File: src/rtl/seq_divider.sv
// Multi-cycle restoring divider for DIV/DIVU: signed or unsigned operands,
// HI = remainder, LO = quotient, with a start/busy/done handshake.
//
// state | meaning
// IDLE  | waiting for DivIn; operands latched and made non-negative on accept
// RUN   | one restoring step per cycle, WIDTH steps total
// FIX   | apply quotient/remainder signs and load result registers
// DONE  | operation finished; DivStop pulses in the following cycle
module seq_divider #(
    parameter int WIDTH = 32
) (
    input  logic             clk,
    input  logic             Reset,
    input  logic             DivIn,
    input  logic             IsSigned,
    input  logic [WIDTH-1:0] A,
    input  logic [WIDTH-1:0] B,
    output logic [WIDTH-1:0] resultHigh,
    output logic [WIDTH-1:0] resultLow,
    output logic             DivStop,
    output logic             DivZero,
    output logic             busy
);

    localparam int CW = $clog2(WIDTH + 1);

    typedef enum logic [1:0] {IDLE, RUN, FIX, DONE} state_t;

    state_t           state, state_nxt;
    logic [CW-1:0]    count;
    logic [WIDTH:0]   rem;
    logic [WIDTH-1:0] quo;
    logic [WIDTH-1:0] b_abs;
    logic             sign_q, sign_r;

    logic             a_neg, b_neg;
    logic [WIDTH-1:0] a_abs_in, b_abs_in;
    logic [WIDTH+1:0] rem_sh, trial;
    logic             take;

    always_comb begin
        a_neg    = IsSigned & A[WIDTH-1];
        b_neg    = IsSigned & B[WIDTH-1];
        a_abs_in = a_neg ? -A : A;
        b_abs_in = b_neg ? -B : B;
    end

    // Shifted remainder can reach 2*|B|-1, so the trial needs one spare bit for the borrow.
    always_comb begin
        rem_sh = {rem, quo[WIDTH-1]};
        trial  = rem_sh - {2'b00, b_abs};
        take   = ~trial[WIDTH+1];
    end

    always_ff @(posedge clk) begin
        if (Reset) state <= IDLE;
        else       state <= state_nxt;
    end

    always_comb begin
        state_nxt = state;
        case (state)
            IDLE: if (DivIn) state_nxt = (B == '0) ? DONE : RUN;
            RUN:  if (count == CW'(1)) state_nxt = FIX;
            FIX:  state_nxt = DONE;
            DONE: state_nxt = IDLE;
            default: state_nxt = IDLE;
        endcase
    end

    assign busy = (state != IDLE);

    always_ff @(posedge clk) begin
        if (Reset) begin
            count      <= '0;
            rem        <= '0;
            quo        <= '0;
            b_abs      <= '0;
            sign_q     <= 1'b0;
            sign_r     <= 1'b0;
            resultHigh <= '0;
            resultLow  <= '0;
            DivStop    <= 1'b0;
            DivZero    <= 1'b0;
        end else begin
            DivStop <= (state == DONE);
            case (state)
                IDLE: begin
                    if (DivIn) begin
                        DivZero <= (B == '0);
                        b_abs   <= b_abs_in;
                        rem     <= '0;
                        quo     <= a_abs_in;
                        sign_q  <= a_neg ^ b_neg;
                        sign_r  <= a_neg;
                        count   <= CW'(WIDTH);
                    end
                end
                RUN: begin
                    rem   <= take ? trial[WIDTH:0] : rem_sh[WIDTH:0];
                    quo   <= {quo[WIDTH-2:0], take};
                    count <= count - 1'b1;
                end
                FIX: begin
                    resultLow  <= sign_q ? -quo : quo;
                    resultHigh <= sign_r ? -rem[WIDTH-1:0] : rem[WIDTH-1:0];
                end
                default: ;
            endcase
        end
    end

endmodule

File: config.mk
export PLATFORM = sky130hd
export DESIGN_NAME = seq_divider
export DESIGN_NICKNAME = d
export VERILOG_FILES = /design/src/rtl/seq_divider.sv
export SDC_FILE = /design/constraint.sdc
export NUM_CORES = 1
export LEC_CHECK = 0
export BUFFER_PORTS_ARGS = -buffer_cell sky130_fd_sc_hd__buf_2
export CORE_MARGIN = 8
export CORE_UTILIZATION = 35
export CTS_BUF_LIST = sky130_fd_sc_hd__clkbuf_4 sky130_fd_sc_hd__clkbuf_8
export CTS_CLUSTER_DIAMETER = 200
export DETAILED_ROUTE_END_ITERATION = 6
export HOLD_SLACK_MARGIN = 0.06
export PLACE_DENSITY = 0.5
export SKIP_LAST_GASP = 1
export SLEW_MARGIN = 20
export SYNTH_ARGS = -nofsm -noshare
export SYNTH_HDL_FRONTEND = slang
export SYNTH_SLANG_ARGS = --single-unit
export TNS_END_PERCENT = 10
File: constraint.sdc
create_clock -name clk -period 3.5 [get_ports clk]
set_input_delay 0.175 -clock clk [delete_from_list [all_inputs] [get_ports clk]]
set_output_delay 0.175 -clock clk [all_outputs]
set_load 0.1 [all_outputs]
======== Yosys cells after proc, flatten, opt, wreduce, memory -nomap -nowiden ========
Cells that the tools add are included.
word-level totals
  bits in registers ....................... 173
  logic and storage cells ................. 49
cells by class
  add/subtract/negate cells ............... 6
  equal/unequal tests ..................... 6
  mux-type cells .......................... 15
  bitwise gates (word level) .............. 4
  reductions and logical operators ........ 7
operator list
  cell                                                                 count
  32-bit two-way mux                                                   5
  32-bit negation                                                      4
  33-bit two-way mux                                                   2
  33-bit one-hot mux with 2 select lines                               1
  32-bit one-hot mux with 2 select lines                               1
  34-bit by 32-bit subtractor with 34-bit output                       1
  32-bit zero test                                                     1
  6-bit one-hot mux with 2 select lines                                1
  2-bit one-hot mux with 4 select lines                                1
  6-bit by 1-bit == test with 1-bit output (second input constant)     1
  2-bit two-way mux                                                    3
  6-bit two-way mux                                                    1
  2-bit AND reduction                                                  3
  6-bit by 1-bit subtractor with 6-bit output (second input constant)  1
  2-bit == test (second input constant)                                2
  2-bit != test (second input constant)                                2
  2-bit nonzero test                                                   2
  1-bit bitwise AND                                                    2
  2-bit by 1-bit == test with 1-bit output (second input constant)     1
  2-bit zero test                                                      1
  1-bit inverter                                                       1
  1-bit bitwise XOR                                                    1

======== Logic depth before layout (Yosys ltp) ========
Gate-level depths: netlist of run 1.
  depth after elaboration ................. 4
  gate-level depth with buffers ........... 14

======== Least setup slack after synthesis of run 1 ========
Ideal clock, no wire load.
  path kind ............................... register -> register
  from .................................... register rem[27]
  to ...................................... register rem[13]
  setup time .............................. 0.123 ns
  data arrival time ....................... 2.882 ns
  slack ................................... 0.496 ns
  stages on the path, launching flop included .. 14
  buffers on the path ..................... 3
  clock period less this slack ............ 3.004 ns
  cell sequence ........................... dfxtp_1 -> ha_1 -> buf_2 -> a21oi_2 -> o21ai_2 -> a2111oi_2 -> o31ai_1 -> a311o_1 -> a22o_4 -> or2_1 -> buf_6 -> buf_6 -> a32oi_1 -> o21ai_1
on the way
  cells in the longest elaborated chain, start to end .. 3
RTL lines
  element                                         line  text
  start, declared                                 31    logic [WIDTH:0] rem;
  start signal, assigned                          100   rem <= take ? trial[WIDTH:0] : rem_sh[WIDTH:0];
  34-bit by 32-bit subtractor with 34-bit output  51    trial = rem_sh - {2'b00, b_abs};
  33-bit two-way mux                              100
  33-bit one-hot mux with 2 select lines          87    case (state)
Every way passes these cells.
A chain may end at the register's enable or synchronous reset.

======== Final worst setup path of run 1 ========
  from .................................... register quo[31]
  to ...................................... register rem[26]
on the way
  cells in the longest elaborated chain, start to end .. 3
RTL lines
  element                                         line  text
  start, declared                                 32    logic [WIDTH-1:0] quo;
  start signal, assigned                          93    quo <= a_abs_in;
  start signal, assigned                          101   quo <= {quo[WIDTH-2:0], take};
  34-bit by 32-bit subtractor with 34-bit output  51
  33-bit two-way mux                              100
  33-bit one-hot mux with 2 select lines          87
Every way passes these cells.

==> metrics list, run 1 <==
- All-Layer GR Usage: 0.182
- Total routed wirelength: 33.8 mm
- Post-route total power: 9.62 mW
- The share of total power dissipated in combinational logic is 0.545.
- Final ANT Viol Nets: 0
* Maxcap violations: 0
* Worst R2R End: rem[26]$_SDFFE_PP0P_
* CTS clock-pin slew for the worst setup and hold paths: 0.10 ns
- The H-tree was split into 4 levels.
- The finished layout holds 1926 standard cells, fillers aside.
- The critical path goes through inv_1 > ha_1 > inv_1 > fa_1 > a21o_1 > a221o_1 > a32oi_1 > o2bb2ai_2 > a21oi_1 > or4b_2 > o21ai_0 > a32oi_1 > o21ai_0.
- Transition time of the tightest slew-check pin: 1.11 ns
- Synthesis produced a netlist with a net count of 1487.
* Minimum clock period after layout: 3.34 ns
* Count of warnings emitted by yosys: 0
- Derived from the worst setup path, the maximum achievable clock frequency is 300 MHz.
* Part of the power in registers: 0.297
- Internal power: 4.60 mW
* Number of vias per cell after detailed routing: 5.23
- Core region area: 0.0305 mm^2
- Counting instances in the post-synthesis netlist gives the leading cell types as 173 x sky130_fd_sc_hd__dfxtp_1, 166 x sky130_fd_sc_hd__nand2_1, 151 x sky130_fd_sc_hd__nor2_1.
- The filler cells instantiated in the layout total 3162.
- The number of max-slew violations in the final report was 0.
- In the final layout, the share of cells above drive strength 1 is 0.156.
- Worst Setup Path Type: reg2reg
* Delay of the slowest cell on the worst path: 0.64 ns
- Grouping stages by cell kind, the critical path spends the most delay in compound AO/OA/AOI/OAI gates.
- Maximum clock insertion buffer count: 2
- After detailed routing, the number of remaining DRC violations is 0.
- The placed instances occupy a cell area of 0.0120 mm^2.
- Number of cells on the critical path: 13
* Vertical extent of the die: 192 um
- Of the post-synthesis cell area, the dominant cell type holds 0.320.
- The routed layout has 10100 vias.
- Wire length of the first global-routing pass: 53.6 mm
- Fin crit share: 0.953
- Synthesis-to-finish area growth: 17.4%
- TritonCTS sink count: 173
- Summed over all instances, the cell type with the most area after synthesis is sky130_fd_sc_hd__dfxtp_1.
- Worst endpoint data arrival time: 3.74 ns
* Most numerous cell in the Yosys netlist: sky130_fd_sc_hd__dfxtp_1
- CP endpoint kind: flip-flop
* Initial antenna violation count: 0
- The finished cells cover 0.0127 mm^2.
- Unique masters post-synth: 71
* Number of cells after detailed placement: 1868
- Post-CTS setup buffers: 0
- Average instance area after synthesis: 7.86 um^2
- The first detailed-routing pass took 5 iterations.
- Capture point of the critical path: rem[26]$_SDFFE_PP0P_
* Number of DRC markers after the initial detailed-route iteration: 670
- Area contributors post-synth: sky130_fd_sc_hd__dfxtp_1 32%, sky130_fd_sc_hd__xor2_1 7.5%, sky130_fd_sc_hd__nand2_1 5.8%, sky130_fd_sc_hd__a211oi_1 5.5%, sky130_fd_sc_hd__nor2_1 5.2%
* Worst-skew pair later-pin latency: 0.48 ns
- Flip-flop and latch count after synthesis: 173
- Req. time, crit path: 3.90 ns
- Of the synthesized area, sequential elements account for 0.320.
- In the synthesized netlist the dominant register cell turns out to be sky130_fd_sc_hd__dfxtp_1.
- WL per Instance: 17.5 um
- Number of buffers added by the clock tree synthesis step: 17
* Top fanout value on the critical path: 4
* Effective utilization at floorplan: 0.354
- P per Cell Area: 758 mW/mm^2
* Width of the die: 192 um
- Yosys mapped a number of flops with a built-in enable equal to 0.
- Post-Synthesis Cells: 1376
* Via count of the first global-routing pass: 9409
* Site row count: 64
* Launching point of the worst reg2reg path: quo[31]$_SDFFE_PP0P_
* Reg-to-reg slack, setup: 0.16 ns
* Hold Violations, Final: 0
* Area of the die: 0.0368 mm^2
- Total congestion overflow: 0
- DP Wirelength: 25.8 mm
- Status: complete, no violations
* Syn Std Cell Area: 0.0108 mm^2
- Of the total power, the share spent switching nets is 0.522.
* Number of failing setup endpoints in the final timing report: 0
- Register-to-Register Path Depth: 13
- Post-layout nets: 1627
- CTS tree: done
* Normalized max-slew margin: 0.258
- Cell at the root of the clock tree: sky130_fd_sc_hd__clkbuf_8
- IR Drop Worst-Case VDD: 0.373 mV
- During placement, the flow inserted port buffers numbering 134.
* Routability Congestion: 0.866
* Synth async-reset ratio: 0
- The largest individual stage delay along the critical path comes from the cell sky130_fd_sc_hd__or4b_2.
- Final core utilization: 0.416
- Entering global routing, the biggest net connects 65 pins.
- I/O Pins: 135
* Worst setup path start: quo[31]$_SDFFE_PP0P_
- Setup repair after global routing missed its margin: no
* LEAKAGE: 5.01 nW
* Clock skew: 0.0272 ns
* Total Negative Setup Slacks: 0 ns
- The share of total power dissipated in the clock network is 0.158.
- The worst setup path is launched from a flip-flop.
- The min-delay analysis places its worst path in the category in2reg.
* Buffers plus inverters on the worst setup path: 2
- Switching power total: 5.02 mW
==> final cells by class <==
cell class / count / area, um^2 / area share
multi-input combinational: 1067 / 6820 / 0.538
sequential: 173 / 3460 / 0.273
timing repair buffer: 202 / 1280 / 0.101
tap: 396 / 495 / 0.0391
clock buffer: 20 / 269 / 0.0212
inverter: 55 / 206 / 0.0163
clock inverter: 12 / 146 / 0.0115
antenna: 1 / 2.50 / 0.000197
==> cell usage in the layout (no fill, tap or decap), drive strengths merged, types with 52 or more instances in the layout <==
master,instances
nand2,166
inv,61
xor2,92
o21ai,109
a211oi,81
xnor2,52
dfxtp,173
buf,177
nor2,152
a21oi,84
==> how the worst min path moves through the flow <==
stage	start	to	slack (ns)	cells past startpoint
final	IsSigned	sign_q$_SDFFE_PP0P_	0.1	3
after global routing	IsSigned	sign_q$_SDFFE_PP0P_	0.08	3
after CTS	IsSigned	sign_q$_SDFFE_PP0P_	0.06	3
after detailed placement	b_abs[31]$_SDFFE_PP0P_	b_abs[31]$_SDFFE_PP0P_	0.45	2
after global placement	b_abs[31]$_SDFFE_PP0P_	b_abs[31]$_SDFFE_PP0P_	0.44	2
after floorplan	B[0]	b_abs[0]$_SDFFE_PP0P_	0.31	2
==> metal layers <==
layer	wire, um	global-route usage	share of wire	vias to the layer above
met5	0	0	0	-
met2	13200	0.247	0.39	253
met4	232	0.0355	0.0069	0
met1	18500	0.289	0.55	4613
met3	1900	0.0316	0.056	17
li1	-	-	-	5186
==> registers in the layout (all words and copies together), names as in the netlist <==
| signal | count |
|---|---|
| state | 2 |
| rem | 33 |
| quo | 32 |
| count | 6 |
| DivZero | 1 |
| b_abs | 32 |
| sign_r | 1 |
| sign_q | 1 |
| resultHigh | 32 |
| resultLow | 32 |
| DivStop | 1 |
==> metrics by stage <==
| stage | setup slack [ns] | hold slack (ns) |
|---|---|---|
| after floorplan | 0.496 | 0.311 |
| after global placement | 0.244 | 0.443 |
| after detailed placement | 0.187 | 0.448 |
| after CTS | 0.141 | 0.0622 |
| after global routing | 0.0296 | 0.0827 |
| final | 0.164 | 0.0959 |
==> timing repair <==
| action | 4_1_cts | 5_1_grt |
|---|---|---|
| resized for setup | 0 | 1 |
| hold buffers | 25 | 0 |
| setup endpoints to repair | 0 | 1 |
| hold endpoints to repair | 25 | 0 |
==> logic make-up after synthesis <==
logic type / count (synthesis) / synth area share
xor+xnor: 144 / 0.117
simple gates: 459 / 0.194
mux: 30 / 0.0278
buf+inv: 136 / 0.0510
fa+ha+maj: 43 / 0.0505
compound gates: 391 / 0.239
flops: 173 / 0.320
==> power by group through the flow <==
| stage | clock, mW | combinational, mW | sequential [mW] |
|---|---|---|---|
| after global placement | 0 | 5.22 | 2.88 |
| after floorplan | 0 | 2.70 | 4.19 |
| after detailed placement | 0 | 5.21 | 2.90 |
| after global routing | 1.65 | 5.69 | 2.92 |
| final | 1.52 | 5.24 | 2.85 |
| after CTS | 1.57 | 5.25 | 2.85 |
==> worst reg2reg max path, stage by stage, from the launching register on <==
cell and delay (ns):
sky130_fd_sc_hd__dfxtp_1 0.32, sky130_fd_sc_hd__inv_1 0.12, sky130_fd_sc_hd__ha_1 0.18, sky130_fd_sc_hd__inv_1 0.05
sky130_fd_sc_hd__fa_1 0.40, sky130_fd_sc_hd__a21o_1 0.20, sky130_fd_sc_hd__a221o_1 0.38, sky130_fd_sc_hd__a32oi_1 0.31
sky130_fd_sc_hd__o2bb2ai_2 0.20, sky130_fd_sc_hd__a21oi_1 0.15, sky130_fd_sc_hd__or4b_2 0.64, sky130_fd_sc_hd__o21ai_0 0.10
sky130_fd_sc_hd__a32oi_1 0.11, sky130_fd_sc_hd__o21ai_0 0.09
Note: power is estimated with default switching activity, not from simulation.
==> run 2, diff against run 1 <==
--- a/config.mk
+++ b/config.mk
@@ -7,12 +7,12 @@
 export LEC_CHECK = 0
 export BUFFER_PORTS_ARGS = -buffer_cell sky130_fd_sc_hd__buf_2
 export CORE_MARGIN = 8
-export CORE_UTILIZATION = 35
+export CORE_UTILIZATION = 55
 export CTS_BUF_LIST = sky130_fd_sc_hd__clkbuf_4 sky130_fd_sc_hd__clkbuf_8
 export CTS_CLUSTER_DIAMETER = 200
 export DETAILED_ROUTE_END_ITERATION = 6
 export HOLD_SLACK_MARGIN = 0.06
-export PLACE_DENSITY = 0.5
+export PLACE_DENSITY = 0.73
 export SKIP_LAST_GASP = 1
 export SLEW_MARGIN = 20
 export SYNTH_ARGS = -nofsm -noshare
==> run 2 against run 1 <==
Compared with the run above: maximum frequency rose by 0.97%; largest power group unchanged; clock skew fell by 0.015 ns; critical endpoint is now rem[23]$_SDFFE_PP0P_; critical path type unchanged; final area fell by 2.4%; register-to-register slack improved by 0.03 ns; first-iteration DRC count rose by 18%; highest routed layer unchanged; sequential power barely moved.
==> metrics list, run 2 (same netlist as run 1, synthesis figures left out) <==
- Status: complete, no violations
- In this run, CTS created clock tree buffers numbering 17.
* F_max: 303 MHz
* Post-CTS setup buffers: 0
* Reg-to-reg slack, setup: 0.20 ns
- Data on the critical path is required at its endpoint by 3.85 ns.
- Effective utilization at floorplan: 0.557
- The die is 156 um tall.
* Number of cells after detailed placement: 1727
- The floorplan step defined a die boundary enclosing 0.0244 mm^2.
* Worst setup path start: rem[25]$_SDFFE_PP0P_
* Setup repair after global routing missed its margin: yes
- The first global-routing pass estimated 48.5 mm of wire.
- Fin crit share: 0.944
- Via count of the first global-routing pass: 9312
- After clock tree synthesis, the clock-pin slew on the worst setup and hold paths is 0.09 ns.
- The repair_antennas step left the layout with diodes totalling 0.
- Total Negative Setup Slacks: 0 ns
- The final hold violation count came to 0.
* Core region area: 0.0194 mm^2
- Across the run, the number of max-cap violations was 0.
- Max Used Layer: met4
- Post-layout nets: 1614
- Headroom to the max-slew limit came out at 0.372.
- The startpoint identified for the worst hold timing path is A[25].
- In this run the deepest clock path goes through 2 buffers.
- I/O Pins: 135
* Number of standard cells in the final layout excluding fillers: 1780
- CP endpoint kind: flip-flop
- The clock tree synthesis step divided the H-tree into 4 levels.
- Internal power: 4.51 mW
* Minimum clock period after layout: 3.30 ns
- TritonCTS built the clock tree.
* Site row count: 51
* Transition time of the tightest slew-check pin: 0.939 ns
- Number of flip-flops under the largest register name: 33
* Detailed-route wire length on metal 1: 14.9 mm
- The top cell types in the final layout, fill and taps aside, are 172 x sky130_fd_sc_hd__dfxtp_1, 166 x sky130_fd_sc_hd__nand2_1, 150 x sky130_fd_sc_hd__nor2_1.
- DP Wirelength: 22.1 mm
* Launching point of the worst reg2reg path: rem[25]$_SDFFE_PP0P_
- Capture point of the critical path: rem[23]$_SDFFE_PP0P_
* Initial antenna violation count: 0
- The worst setup path is of the reg2reg kind.
- Once detail routing completed, the nets flagged for antenna violations numbered 0.
- P per Cell Area: 760 mW/mm^2
- The number of buffers and inverters on the critical path is 1.
- All-Layer GR Usage: 0.243
* Final core utilization: 0.638
- Clock tree synthesis selected as its root buffer the cell sky130_fd_sc_hd__clkbuf_8.
- Sw Ratio: 0.520
* Top fanout value on the critical path: 12
- WL per Instance: 16.7 um
* Area taken by flip-flops and latches: 0.00346 mm^2
* Post-route total power: 9.41 mW
- Hold is met by 0.0839 ns.
* Post-placement cell area: 0.0118 mm^2
- The final layout contains routed wiring with a total length of 29.7 mm.
- Between clock sinks in the finished design, the worst skew comes to 0.0123 ns.
* Sort of element at the start of the critical path: flip-flop
- Delay of the slowest cell on the worst path: 0.47 ns
* Area of the multi-input gates: 0.00683 mm^2
- Of the cells placed in the final design, the portion with a size suffix greater than 1 is 0.151.
* Part of the power in registers: 0.304
- On the critical path, the stage with the largest delay is an instance of sky130_fd_sc_hd__dfxtp_1.
* Number of cells on the critical path: 11
- OpenSTA, run right after detailed placement, puts the worst setup slack at 0.239 ns.
* Post-route DRC: 0
- Worst-skew pair later-pin latency: 0.47 ns
- Setup slack on the critical path of the routed design comes to 0.196 ns.
- Crit-path leading delay family: compound AO/OA/AOI/OAI gates
- CTS saw 173 sinks.
* Final count of pins violating max slew: 0
- Worst endpoint data arrival time: 3.66 ns
- Commonest non-fill, non-tap cell in the layout: sky130_fd_sc_hd__dfxtp_1
* DR pass1 iterations: 5
- Summed over all nets, wire length on met2 after detailed routing comes to 12.0 mm.
* Synthesis-to-finish area growth: 14.6%
* Pin count of the biggest net entering global routing: 73
- The endpoint identified for the worst register-to-register timing path is rem[23]$_SDFFE_PP0P_.
- After filler insertion, the fill cell instance count of the layout stands at 1805.
- Measured along the x axis, the die boundary spans 156 um.
- Combinational fraction of design power: 0.546
- Number of failing setup endpoints in the final timing report: 0
* Vias: 10200
* IR Drop Worst-Case VDD: 0.873 mV
* LEAKAGE: 4.93 nW
- Register-to-Register Path Depth: 11
* Worst min path class: in2reg
* Number of DRC markers after the initial detailed-route iteration: 792
* Register bank with the most flops: rem
* Routability Congestion: 0.874
- Number of vias per cell after detailed routing: 5.76
- During placement, the flow inserted port buffers numbering 134.
* Switching power total: 4.89 mW
* Total congestion overflow: 0
- Met3 wire length: 2.50 mm
* Finished layout cell area: 0.0124 mm^2
* Part of the power in the clock network: 0.150
- The critical path goes through ha_1 > a21oi_4 > o21ai_2 > a2111oi_2 > o31ai_1 > a311o_1 > a22o_4 > or2_1 > buf_4 > a32oi_1 > o21ai_1.
-- run 2: cell count changes in the layout (fill, tap and decap cells not counted), moves of 2 or more --
cell / delta
sky130_fd_sc_hd__dlygate4sd3_1: -3
sky130_fd_sc_hd__clkinv_4: +2
sky130_fd_sc_hd__inv_6: -3
sky130_fd_sc_hd__clkinv_2: +2
sky130_fd_sc_hd__buf_4: -9
-- run 2: area by class of cell --
type                    instances  share of cell area
clock buffers                  20              0.0222
multi-input cells            1067               0.551
clock inverters                11             0.00889
flip-flops and latches        173               0.280
repair buffers                189              0.0942
inverters                      55              0.0167
well taps                     265              0.0268
-- run 2: how the worst min path moves through the flow --
stage | endpoint | slack [ns] | cells past startpoint
after floorplan | b_abs[0]$_SDFFE_PP0P_ | 0.31 | 2
after global placement | b_abs[31]$_SDFFE_PP0P_ | 0.44 | 2
after detailed placement | DivZero$_SDFFE_PP0P_ | 0.45 | 2
after CTS | b_abs[24]$_SDFFE_PP0P_ | 0.06 | 3
after global routing | quo[1]$_SDFFE_PP0P_ | 0.09 | 3
final | quo[25]$_SDFFE_PP0P_ | 0.08 | 4
-- run 2: routing by layer --
metal,vias up,track usage
li1,5161,-
met1,4710,0.368
met2,348,0.348
met3,30,0.0443
met4,0,0.0540
met5,-,0
-- run 2: worst min-delay path, stage by stage --
cell and delay, ns:
sky130_fd_sc_hd__buf_2 0.10, sky130_fd_sc_hd__xnor2_1 0.09, sky130_fd_sc_hd__nand2_1 0.07, sky130_fd_sc_hd__a31oi_1 0.07
-- run 2: what timing repair did --
item	4_1_cts	5_1_grt
hold buffers	22	0
setup endpoints to repair	0	3
gates resized for setup	0	2
hold endpoints to repair	23	0
-- run 2: power groups by stage --
stage	registers, mW	clock network [mW]	logic (mW)
6_report	2.86	1.41	5.14
5_1_grt	2.92	1.51	5.57
4_1_cts	2.85	1.43	5.10
3_5_place_dp	2.89	0	5.07
3_3_place_gp	2.87	0	5.05
2_1_floorplan	4.19	0	2.70
